===== src/rtl/branch_flag_unit.sv =====
`default_nettype none
// ============================================================================
// Module   : branch_flag_unit
// Purpose  : Latches ALU NZCV flags and resolves LEGv8 branches (B.cond,
//            CBZ, CBNZ, B). A B.cond that depends on a flag-setting op still
//            in flight waits in WAIT_FLAGS until that op's flags arrive.
// Revision : 1.0  initial release
// ============================================================================
module branch_flag_unit #(
    parameter int DATA_WIDTH  = 64,
    parameter int FORWARD_EN  = 1,
    parameter int STALL_CNT_W = 16
) (
    input  logic                   clk,
    input  logic                   reset,
    input  logic                   flagWrite,
    input  logic                   negativeFlag,
    input  logic                   zeroFlag,
    input  logic                   carryFlag,
    input  logic                   overflowFlag,
    input  logic                   flagPending,
    input  logic                   brValid,
    output logic                   brReady,
    input  logic [1:0]             brType,
    input  logic [3:0]             brCond,
    input  logic                   operandZero,
    input  logic [DATA_WIDTH-1:0]  pc,
    input  logic [DATA_WIDTH-1:0]  offset,
    output logic                   branchValid,
    output logic                   branchTaken,
    output logic [DATA_WIDTH-1:0]  branchTarget,
    output logic [3:0]             flagsOut,
    output logic [STALL_CNT_W-1:0] stallCount
);

    localparam logic [0:0] S_IDLE = 1'b0;
    localparam logic [0:0] S_WAIT = 1'b1;

    localparam logic [1:0] BT_COND = 2'b00;
    localparam logic [1:0] BT_CBZ  = 2'b01;
    localparam logic [1:0] BT_CBNZ = 2'b10;

    // Evaluate an ARM condition code against flags packed as {N,Z,C,V}
    function automatic logic cond_eval(input logic [3:0] cond, input logic [3:0] f);
        logic n, z, c, v;
        logic r;
        n = f[3];
        z = f[2];
        c = f[1];
        v = f[0];
        case (cond)
            4'b0000: r = z;
            4'b0001: r = ~z;
            4'b0010: r = c;
            4'b0011: r = ~c;
            4'b0100: r = n;
            4'b0101: r = ~n;
            4'b0110: r = v;
            4'b0111: r = ~v;
            4'b1000: r = c & ~z;
            4'b1001: r = ~(c & ~z);
            4'b1010: r = (n == v);
            4'b1011: r = (n != v);
            4'b1100: r = ~z & (n == v);
            4'b1101: r = ~(~z & (n == v));
            default: r = 1'b1;
        endcase
        return r;
    endfunction

    logic [0:0]            state;
    logic [3:0]            held_cond;
    logic [DATA_WIDTH-1:0] held_pc;
    logic [DATA_WIDTH-1:0] held_offset;

    logic [3:0] alu_flags;
    logic [3:0] sel_flags;
    logic       accept;
    logic       needs_flags;
    logic       imm_taken;

    assign alu_flags = {negativeFlag, zeroFlag, carryFlag, overflowFlag};
    assign brReady   = (state == S_IDLE);
    assign accept    = brValid & brReady;

    // Forwarding lets a B.cond see the flags being written this very cycle
    assign sel_flags = (flagWrite && (FORWARD_EN != 0)) ? alu_flags : flagsOut;

    // A concurrent flagWrite satisfies the pending op, so no stall then
    assign needs_flags = (brType == BT_COND) && (brCond[3:1] != 3'b111)
                         && flagPending && !flagWrite;

    // Taken decision for a request resolved in the cycle it is accepted
    always_comb begin
        imm_taken = 1'b1;
        case (brType)
            BT_COND: imm_taken = cond_eval(brCond, sel_flags);
            BT_CBZ:  imm_taken = operandZero;
            BT_CBNZ: imm_taken = ~operandZero;
            default: imm_taken = 1'b1;
        endcase
    end

    // Architectural flag register, updated by every flag-setting ALU result
    always_ff @(posedge clk) begin
        if (reset) begin
            flagsOut <= 4'b0000;
        end else if (flagWrite) begin
            flagsOut <= alu_flags;
        end
    end

    // Request FSM and resolution outputs
    always_ff @(posedge clk) begin
        if (reset) begin
            state        <= S_IDLE;
            held_cond    <= 4'b0000;
            held_pc      <= '0;
            held_offset  <= '0;
            branchValid  <= 1'b0;
            branchTaken  <= 1'b0;
            branchTarget <= '0;
        end else begin
            branchValid <= 1'b0;
            case (state)
                S_IDLE: begin
                    if (accept) begin
                        if (needs_flags) begin
                            held_cond   <= brCond;
                            held_pc     <= pc;
                            held_offset <= offset;
                            state       <= S_WAIT;
                        end else begin
                            branchValid  <= 1'b1;
                            branchTaken  <= imm_taken;
                            branchTarget <= pc + (offset << 2);
                        end
                    end
                end
                S_WAIT: begin
                    if (flagWrite) begin
                        branchValid  <= 1'b1;
                        branchTaken  <= cond_eval(held_cond, alu_flags);
                        branchTarget <= held_pc + (held_offset << 2);
                        state        <= S_IDLE;
                    end
                end
                default: state <= S_IDLE;
            endcase
        end
    end

    // Saturating count of cycles spent waiting for flags
    always_ff @(posedge clk) begin
        if (reset) begin
            stallCount <= '0;
        end else if ((state == S_WAIT) && (stallCount != {STALL_CNT_W{1'b1}})) begin
            stallCount <= stallCount + 1'b1;
        end
    end

endmodule
`default_nettype wire


===== config.mk =====
export PLATFORM = sky130hd
export DESIGN_NAME = branch_flag_unit
export DESIGN_NICKNAME = d
export VERILOG_FILES = /design/src/rtl/branch_flag_unit.sv
export SDC_FILE = /design/constraint.sdc
export NUM_CORES = 1
export LEC_CHECK = 0
export ABC_AREA = 0
export CAP_MARGIN = 10
export CORE_MARGIN = 3
export CORE_UTILIZATION = 50
export CTS_CLUSTER_SIZE = 40
export DETAILED_ROUTE_END_ITERATION = 10
export PLACE_DENSITY = 0.75
export SLEW_MARGIN = 20
export SYNTH_ARGS = -nofsm -noshare
export SYNTH_HDL_FRONTEND = slang
export SYNTH_SLANG_ARGS = --single-unit

===== constraint.sdc =====
create_clock -name clk -period 7.2 [get_ports clk]
set_clock_uncertainty 0.15 [all_clocks]
set_input_delay 1.44 -clock clk [delete_from_list [all_inputs] [get_ports clk]]
set_output_delay 1.44 -clock clk [all_outputs]
set_load 0.02 [all_outputs]

### Yosys cells after proc, flatten, opt, wreduce, memory -nomap -nowiden

Cells that the tools add are included.

| word-level totals | value |
|---|---|
| register bits after elaboration | 217 |
| bits in latches | 0 |
| memory bits (writable) | 0 |
| memory bits (read-only) | 0 |
| input bits | 144 |
| output and inout bits | 87 |
| logic and storage cells | 98 |
| memories | 0 |

| cells by class | value |
|---|---|
| $add $sub $neg | 3 |
| $mul | 0 |
| div/mod/pow operators | 0 |
| $lt $le $gt $ge | 0 |
| equality and inequality tests | 37 |
| shift operators | 0 |
| muxes and demuxes | 20 |
| bitwise gates (word level) | 19 |
| reduce and logical (&&, ||, !) cells | 10 |

Operators by type and width:

| operator | number |
|---|---|
| $mux W64 | 3 |
| $add A64 B64 Y64 | 2 |
| $pmux W64 S2 | 1 |
| $eq A4 B4 Y1 const B | 12 |
| $eq A4 B3 Y1 const B | 8 |
| $pmux W1 S14 | 2 |
| $add A16 B1 Y16 const B | 1 |
| $eq A4 B2 Y1 const B | 4 |
| $ne A16 B16 Y1 const B | 1 |
| $not A1 Y1 | 14 |
| $mux W1 | 9 |
| $eq A4 B1 Y1 const B | 2 |
| $logic_not A4 Y1 | 2 |
| $pmux W1 S2 | 3 |
| $reduce_and A3 Y1 | 2 |
| $and A1 B1 Y1 | 5 |
| $logic_and A1 B1 Y1 | 4 |
| $mux W4 | 1 |
| $ne A2 B2 Y1 const B | 2 |
| $ne A3 B3 Y1 const B | 1 |
| $pmux W1 S3 | 1 |
| $eq A1 B1 Y1 | 2 |
| $eq A2 B1 Y1 const B | 1 |
| $eq A2 B2 Y1 const B | 1 |
| other kinds (4) | 5 |

### Longest topological paths before layout

Gate-level depths: netlist of run 1.

| depth | value |
|---|---|
| word-level depth | 9 |
| gate-level depth with buffers | 13 |
| mapped depth without buffers | 12 |

### Worst setup path before layout of run 1

No wires, ideal clock.

| timing path | value |
|---|---|
| path kind | input to register |
| start | input port offset[0] |
| end | register branchTarget[56] |
| setup time | 95 ps |
| arrival time | 4008 ps |
| path slack | 2946 ps |
| stages | 12 |
| path buffers | 0 |
| path through | ha_1 -> fa_1 -> a21oi_1 -> o221ai_1 -> a21oi_1 -> o31ai_2 -> a21o_1 -> a211oi_2 -> o21ai_1 -> a221oi_1 -> xor2_1 -> a221oi_1 |

| on the way | value |
|---|---|
| longest elaborated chain between the ends | 4 |

Ends and longest elaborated chain:

| what | RTL line | RTL |
|---|---|---|
| start, declared | 28 | `input logic [DATA_WIDTH-1:0] offset,` |
| $add A64 B64 Y64 | 136 | `branchTarget <= pc + (offset << 2);` |
| $mux W64 | 128 | `if (needs_flags) begin` |
| $mux W64 | 127 | `if (accept) begin` |
| $pmux W64 S2 | 125 | `case (state)` |
| end signal, assigned | 136 |  |
| end signal, assigned | 144 | `branchTarget <= held_pc + (held_offset << 2);` |
| end, declared | 31 | `output logic [DATA_WIDTH-1:0] branchTarget,` |

Every way passes these cells. The select of a mux whose other input is x is not followed.
A chain may end at the register's enable or synchronous reset.

### Worst setup path after layout of run 1

| timing path | value |
|---|---|
| start | input port flagWrite |
| end | register branchTarget[18] |

| on the way | value |
|---|---|
| longest elaborated chain between the ends | 4 |
| elaborated cells between the ends (all ways) | 5 |
| those cells by class | 2 x eq/ne; 3 x reduce/logical |

Ends and longest elaborated chain:

| what | RTL line | RTL |
|---|---|---|
| start, declared | 16 | `input logic flagWrite,` |
| $logic_not A1 Y1 | 91 | `&& flagPending && !flagWrite;` |
| $logic_and A1 B1 Y1 | 91 |  |
| $ne A2 B2 Y1 (no source line) | n/a |  |
| $reduce_and A3 Y1 (no source line) (*) | n/a |  |

Mark *: on every way between the ends. The rest lies on a longest branch, timed or not.

==> results of run 1 <==
## worst reg2reg max path, cell delays in order, from the launching register on
cell and delay, ns:
dfxtp_1 0.34, ha_1 0.32, a211oi_1 0.30, o21ai_1 0.22, nand3_1 0.15, nand2_1 0.14, a31oi_1 0.52, o41ai_2 0.27
a32o_1 0.33, a211oi_1 0.59, mux2_2 0.41, o211a_1 0.12
## power by group
part	switching (mW)	internal, mW
sequential	0.0329	1.25
clock	0.515	0.738
combinational	0.468	0.345
## per-layer routing
metal	vias up	track usage, %	wire, microns
met5	-	0	0
met4	0	6.856	1259
met2	702	49.84	24090
met1	7553	41.39	22520
met3	86	4.564	4536
li1	7779	-	-
## cells by family after synthesis
group	Yosys count	synth area share, %
XOR/XNOR	121	6.829
buffers and inverters	171	4.273
AO/OA/AOI/OAI	657	26.61
adder cells (fa/ha/maj)	125	10.17
AND/OR/NAND/NOR	801	22.71
flip-flops	217	27.99
multiplexers	20	1.403
## sequential cells by signal (all words and copies together) (netlist names)
signal        count
branchTaken       1
branchTarget     64
branchValid       1
flagsOut          4
held_cond         4
held_offset      62
held_pc          64
stallCount       16
state             1
## worst max-delay path by stage
stage,from,end,cells past startpoint
2_1_floorplan,offset[0],branchTarget[56],12
3_3_place_gp,flagWrite,branchTarget[18],9
3_5_place_dp,flagWrite,branchTarget[18],9
4_1_cts,flagWrite,branchTarget[18],9
5_1_grt,flagWrite,branchTarget[18],9
6_report,flagWrite,branchTarget[18],9
## synthesized netlist by cell type, types with 4 or more instances
master | number | area [sq um]
nand2_1 | 395 | 1483
a21oi_1 | 302 | 1511
dfxtp_1 | 217 | 4344
nor2_1 | 174 | 653.1
ha_1 | 123 | 1539
clkbuf_1 | 115 | 431.7
o21ai_0 | 89 | 445.4
xnor2_1 | 70 | 613.1
a21o_1 | 56 | 420.4
xor2_1 | 51 | 446.7
nor3_1 | 49 | 245.2
a211oi_1 | 43 | 322.8
nand3_1 | 42 | 210.2
nand4_1 | 41 | 256.5
inv_1 | 34 | 127.6
a31oi_1 | 21 | 131.4
o21bai_1 | 21 | 157.7
and3_1 | 20 | 125.1
buf_2 | 16 | 80.08
mux2i_1 | 15 | 150.1
nor2b_1 | 14 | 87.58
o21a_1 | 14 | 105.1
or3_1 | 14 | 87.58
nand2b_1 | 13 | 81.33
a311oi_1 | 12 | 105.1
o21ai_1 | 11 | 55.05
o31ai_1 | 11 | 82.58
o211ai_1 | 9 | 67.56
and4_1 | 8 | 70.07
nor4_1 | 8 | 50.05
a221oi_1 | 6 | 52.55
and2_1 | 6 | 37.54
buf_1 | 5 | 18.77
a2111oi_0 | 4 | 35.03
a31o_2 | 4 | 35.03
mux2_2 | 4 | 45.04
## metrics by stage
stage	hold WS [ns]	setup slack (ns)	std cells
global route	0.3240	1.887	2649
CTS	0.3062	2.134	2649
detailed placement	0.2961	1.591	2604
finish	0.3049	2.070	2649
global placement	0.2915	1.651	2604
floorplan	0.2860	2.946	2112
## layout make-up
class	instances	share of cell area (%)
clock buffer	40	3.972
clock inverter	5	0.3081
inverter	34	0.6833
multi-input combinational	1724	56.42
sequential	217	23.27
tap	390	2.613
timing repair buffer	239	12.73
## cell usage in the layout (no fill, tap or decap), drive strengths merged, types with 6 or more instances in the layout
cell type      instances
nand2                396
a21oi                303
clkdlybuf4s50        227
dfxtp                217
nor2                 174
ha                   123
o21ai                100
xnor2                 70
a21o                  56
xor2                  51
nor3                  50
a211oi                46
nand3                 42
nand4                 41
clkbuf                40
inv                   35
a31oi                 22
o21bai                21
and3                  20
mux2i                 15
nor2b                 14
or3                   14
o21a                  14
nand2b                13
o31ai                 13
a311oi                12
buf                   12
o211ai                12
nor4                   8
and4                   8
a221oi                 8
a2111oi                8
and2                   6
a21boi                 6
==> impl_metrics.yaml, run 1 <==
synth:
  netlist_area_sq_mm: 0.01552
  synth_cell_types: 84
  syn_avg_cell_area_sq_um: 7.348
  async_flop_share_pct: 0
  yosysWarnings: 0
  synth_ff_type: "dfxtp_1"
  synthesis.nets: 2381
  synth_edf_count: 0
  yosys_register_bits: 217
  ys_seq_area_share_pct: 27.99
  synthCells: 2112
clock_network:
  ctsResizeCount: 0
  htree_levels: 1
  clk_latency_ns: 0.54
  cts_hold_buf: 0
  clk_pin_slew_worst_paths_ns: 0.06
  cts_sinks: 217
  cts_tree: "yes"
  root_buffer: "clkbuf_16"
  post_cts_buffers: 0
  clockBufferDepth: 3
  cts_buffers: 25
setup_path:
  crit_path_top_delay_cell: "or4b_2"
  crit_chain: "clkdlybuf4s50_1 -> or4b_2 -> a31oi_1 -> or3b_2 -> nand2_2 -> buf_12 -> o21ai_0 -> a21oi_1 -> nor3_1"
  rr_worst_depth: 11
  crit_buf_inv: 2
  cp_max_fo: 46
  crit_type: "input pin to flip-flop"
  r2r-start: "held_pc[3]"
  endpoint_kind: "flip-flop"
  ff2ff_setup_slack_ns: 3.26
  cp_data_required_time_ns: 7.50
  r2r_end: "branchTarget[55]"
  start_kind: "input pin"
  crit_family: "simple AND/OR/NAND/NOR gates"
  critPathArrivalTime_ns: 5.43
  slowest_delay_ns: 0.76
floorplan:
  coreArea_sq_mm: 0.03011
  die-area_sq_mm: 0.03319
  start_util_pct: 51.54
  die_h_microns: 182.2
  die_w_microns: 182.2
  ios: 231
  num_rows: 63
grt:
  grt_pass1_wl_microns: 82220
  grt_max_degree: 82
  gr-total-overflow: 0
  first_global_vias: 15400
  track_usage_pct: 30.06
  antenna_found_initial: 0
timing:
  fin_crit_ns: 5.130
  hold_viol: 0
  rsz0062_at_grt: "no"
  max_slew_margin_pct: 33.63
  fin_setup_tns_ns: 0
  slew_violations: 0
  fin_crit_sh_pct: 71.24
  tightest_slew_ns: 0.9921
  setup_violations: 0
  fmax_mhz: 195.0
power:
  power_mw: 3.350
  leakage_nw: 7.272
  vdd_ir_drop_max_mv: 0.1530
  p_per_area_mw_per_mm2: 179.4
worst_hold_path:
  hp-class: "flip-flop to flip-flop"
  min_from: "branchTaken"
  min_to: "branchTaken"
  hold_depth: 2
placed_design:
  dpl.hpwl_microns: 39720
  port_buffers: 228
  place_congestion: 1.042
  placed_area_sq_mm: 0.01788
cells_and_area:
  area_delta_synth_final_pct: 20.36
  multi_input_area_sq_mm: 0.01054
  postLayoutCellArea_sq_mm: 0.01868
  fill_cells: 2767
  diodes: 0
  fin_nets: 2510
  fin_util_pct: 62.03
  drive_gt1_share_pct: 4.028
  layout.area.seq_sq_mm: 0.004345
run_status:
  outcome: "complete, no violations"
route:
  routed-via-count: 16120
  viasPerCell: 6.085
  final_antenna_net_count: 0
  drc: 0
  wirelength_microns: 52400
  drt_pass1_iterations: 6
  routedWlPerCell_microns: 19.78
  initialDrtViolationCount: 1416
run:
  maxCapViolCount: 0
(Power assumes the default switching activity.)
==> inputs of run 2 (changes only) <==
PLACE_DENSITY = 0.78   (was 0.75)
clock period = 4.7 ns   (was 7.2 ns; I/O delays follow)
==> impl_metrics.yaml, run 2 (synthesis gave the netlist of run 1 again) <==
timing:
  slew_violations: 0
  fin_crit_ns: 4.095
  fin_crit_sh_pct: 87.12
  holdWs_ns: 0.3069
  setup_violations: 0
  fmax_mhz: 244.2
  hold_viol: 0
  max_slew_margin_pct: 22.93
  rsz0062_at_grt: "no"
  tightest_slew_ns: 1.127
  fin_setup_tns_ns: 0
floorplan:
  die-area_sq_mm: 0.03319
  num_rows: 63
  die_h_microns: 182.2
  ios: 231
  start_util_pct: 51.54
  coreArea_sq_mm: 0.03011
  die_w_microns: 182.2
placed_design:
  place_congestion: 1.001
  port_buffers: 228
  dpl.hpwl_microns: 39390
  dp_cells: 2643
run_status:
  outcome: "complete, no violations"
cells_and_area:
  diodes: 0
  finalNonFillerCells: 2687
  final_cell_mix: "394 x nand2_1, 302 x a21oi_1, 227 x clkdlybuf4s50_1"
  layout_commonest_cell: "nand2_1"
  area_delta_synth_final_pct: 22.57
  largestRegisters: "branchTarget x64, held_pc x64, held_offset x62"
  drive_gt1_share_pct: 5.834
  fin_nets: 2549
route:
  routedWlPerCell_microns: 19.42
  drc: 0
  final_antenna_net_count: 0
  routed-via-count: 16320
  viasPerCell: 6.075
  wirelength_microns: 52180
  drt_pass1_iterations: 5
  initialDrtViolationCount: 1565
grt:
  antenna_found_initial: 0
  track_usage_pct: 29.96
  gr-total-overflow: 0
  first_global_vias: 15660
  grt_pass1_wl_microns: 82460
  grt_max_degree: 131
setup_path:
  endpoint_kind: "flip-flop"
  crit_type: "input pin to flip-flop"
  cp_max_fo: 3
  critPathArrivalTime_ns: 4.31
  cp_data_required_time_ns: 4.91
  start_kind: "input pin"
clock_network:
  clockBufferDepth: 3
  htree_levels: 1
  cts_tree: "yes"
  cts_hold_buf: 0
  clk_pin_slew_worst_paths_ns: 0.06
  post_cts_buffers: 0
  clk_latency_ns: 0.53
  ctsResizeCount: 0
  cts_buffers: 25
  root_buffer: "clkbuf_16"
  cts_sinks: 217
power:
  p_seq_share_pct: 37.6
  switching_share_pct: 29.96
  combPwrFrac_pct: 24.5
  switchingPower_mw: 1.567
  vdd_ir_drop_max_mv: 0.3297
  p_per_area_mw_per_mm2: 275.0
  leakage_nw: 7.491
  p_int_mw: 3.663
  clkPwrFrac_pct: 37.8
worst_hold_path:
  hp-class: "flip-flop to flip-flop"
run:
  maxCapViolCount: 0
## run 2: cell types whose count changed in the layout (fill, tap and decap cells not counted)
cell / change
buf_12: +2
clkbuf_1: -5
buf_4: +37
bufinv_16: +2
clkinv_2: +5
clkbuf_8: -3
## run 2: final cells by class
cell class                      count  area [sq um]
Tap cell                          390         488.0
Sequential cell                   217          4345
Clock inverter                     12         142.6
Inverter                           34         127.6
Clock buffer                       32         681.9
Fill cell                        2685         11090
Timing Repair Buffer              278          2696
Multi-Input combinational cell   1724         10540
## run 2: path summary, 6_finish.rpt
check / from / to / slack (ns) / depth (start not counted)
setup / recovery: offset[0] / branchTarget[38] / 0.61 / 14
hold / removal: held_offset[19] / held_offset[19] / 0.31 / 2
setup reg to reg: held_pc[3] / branchTarget[55] / 0.65 / 12
hold reg to reg: held_offset[19] / held_offset[19] / 0.31 / 2
## run 2: critical path, cell delays in order
cell and delay (ns):
clkdlybuf4s50_1 0.44, ha_1 0.24, fa_1 0.42, a21oi_1 0.23, o221ai_1 0.24, o211a_1 0.28, a21oi_1 0.13, buf_4 0.16
a211oi_1 0.10, or3_1 0.37, a31oi_1 0.21, xnor2_1 0.08, o21ai_0 0.33, a211oi_1 0.13
## run 2: layer usage
metal | share of wire, % | GRT usage, %
met2 | 45 | 49.17
met5 | 0 | 0
met4 | 2.6 | 7.587
met1 | 43 | 41.52
met3 | 8.7 | 4.325
## run 2: stage by stage
| step | area (sq um) | utilization, % | worst slack, ns | total power, mW |
|---|---|---|---|---|
| floorplan | 15520 | - | 0.9462 | 2.728 |
| global placement | 18200 | 60.43 | 0.1568 | 3.247 |
| detailed placement | 18200 | 60.43 | 0.1145 | 3.259 |
| CTS | 19020 | 63.17 | 0.6484 | 5.241 |
| global route | 19020 | 63.17 | 0.3683 | 5.440 |
| finish | 19020 | 63.17 | 0.6053 | 5.230 |
## run 2: power by group through the flow
stage | registers (mW) | logic, mW | clock network, mW
floorplan | 2.07 | 0.658 | 0
global route | 1.98 | 1.38 | 2.08
global placement | 2.00 | 1.24 | 0
detailed placement | 2.01 | 1.25 | 0
CTS | 1.97 | 1.26 | 2.01
finish | 1.97 | 1.28 | 1.98
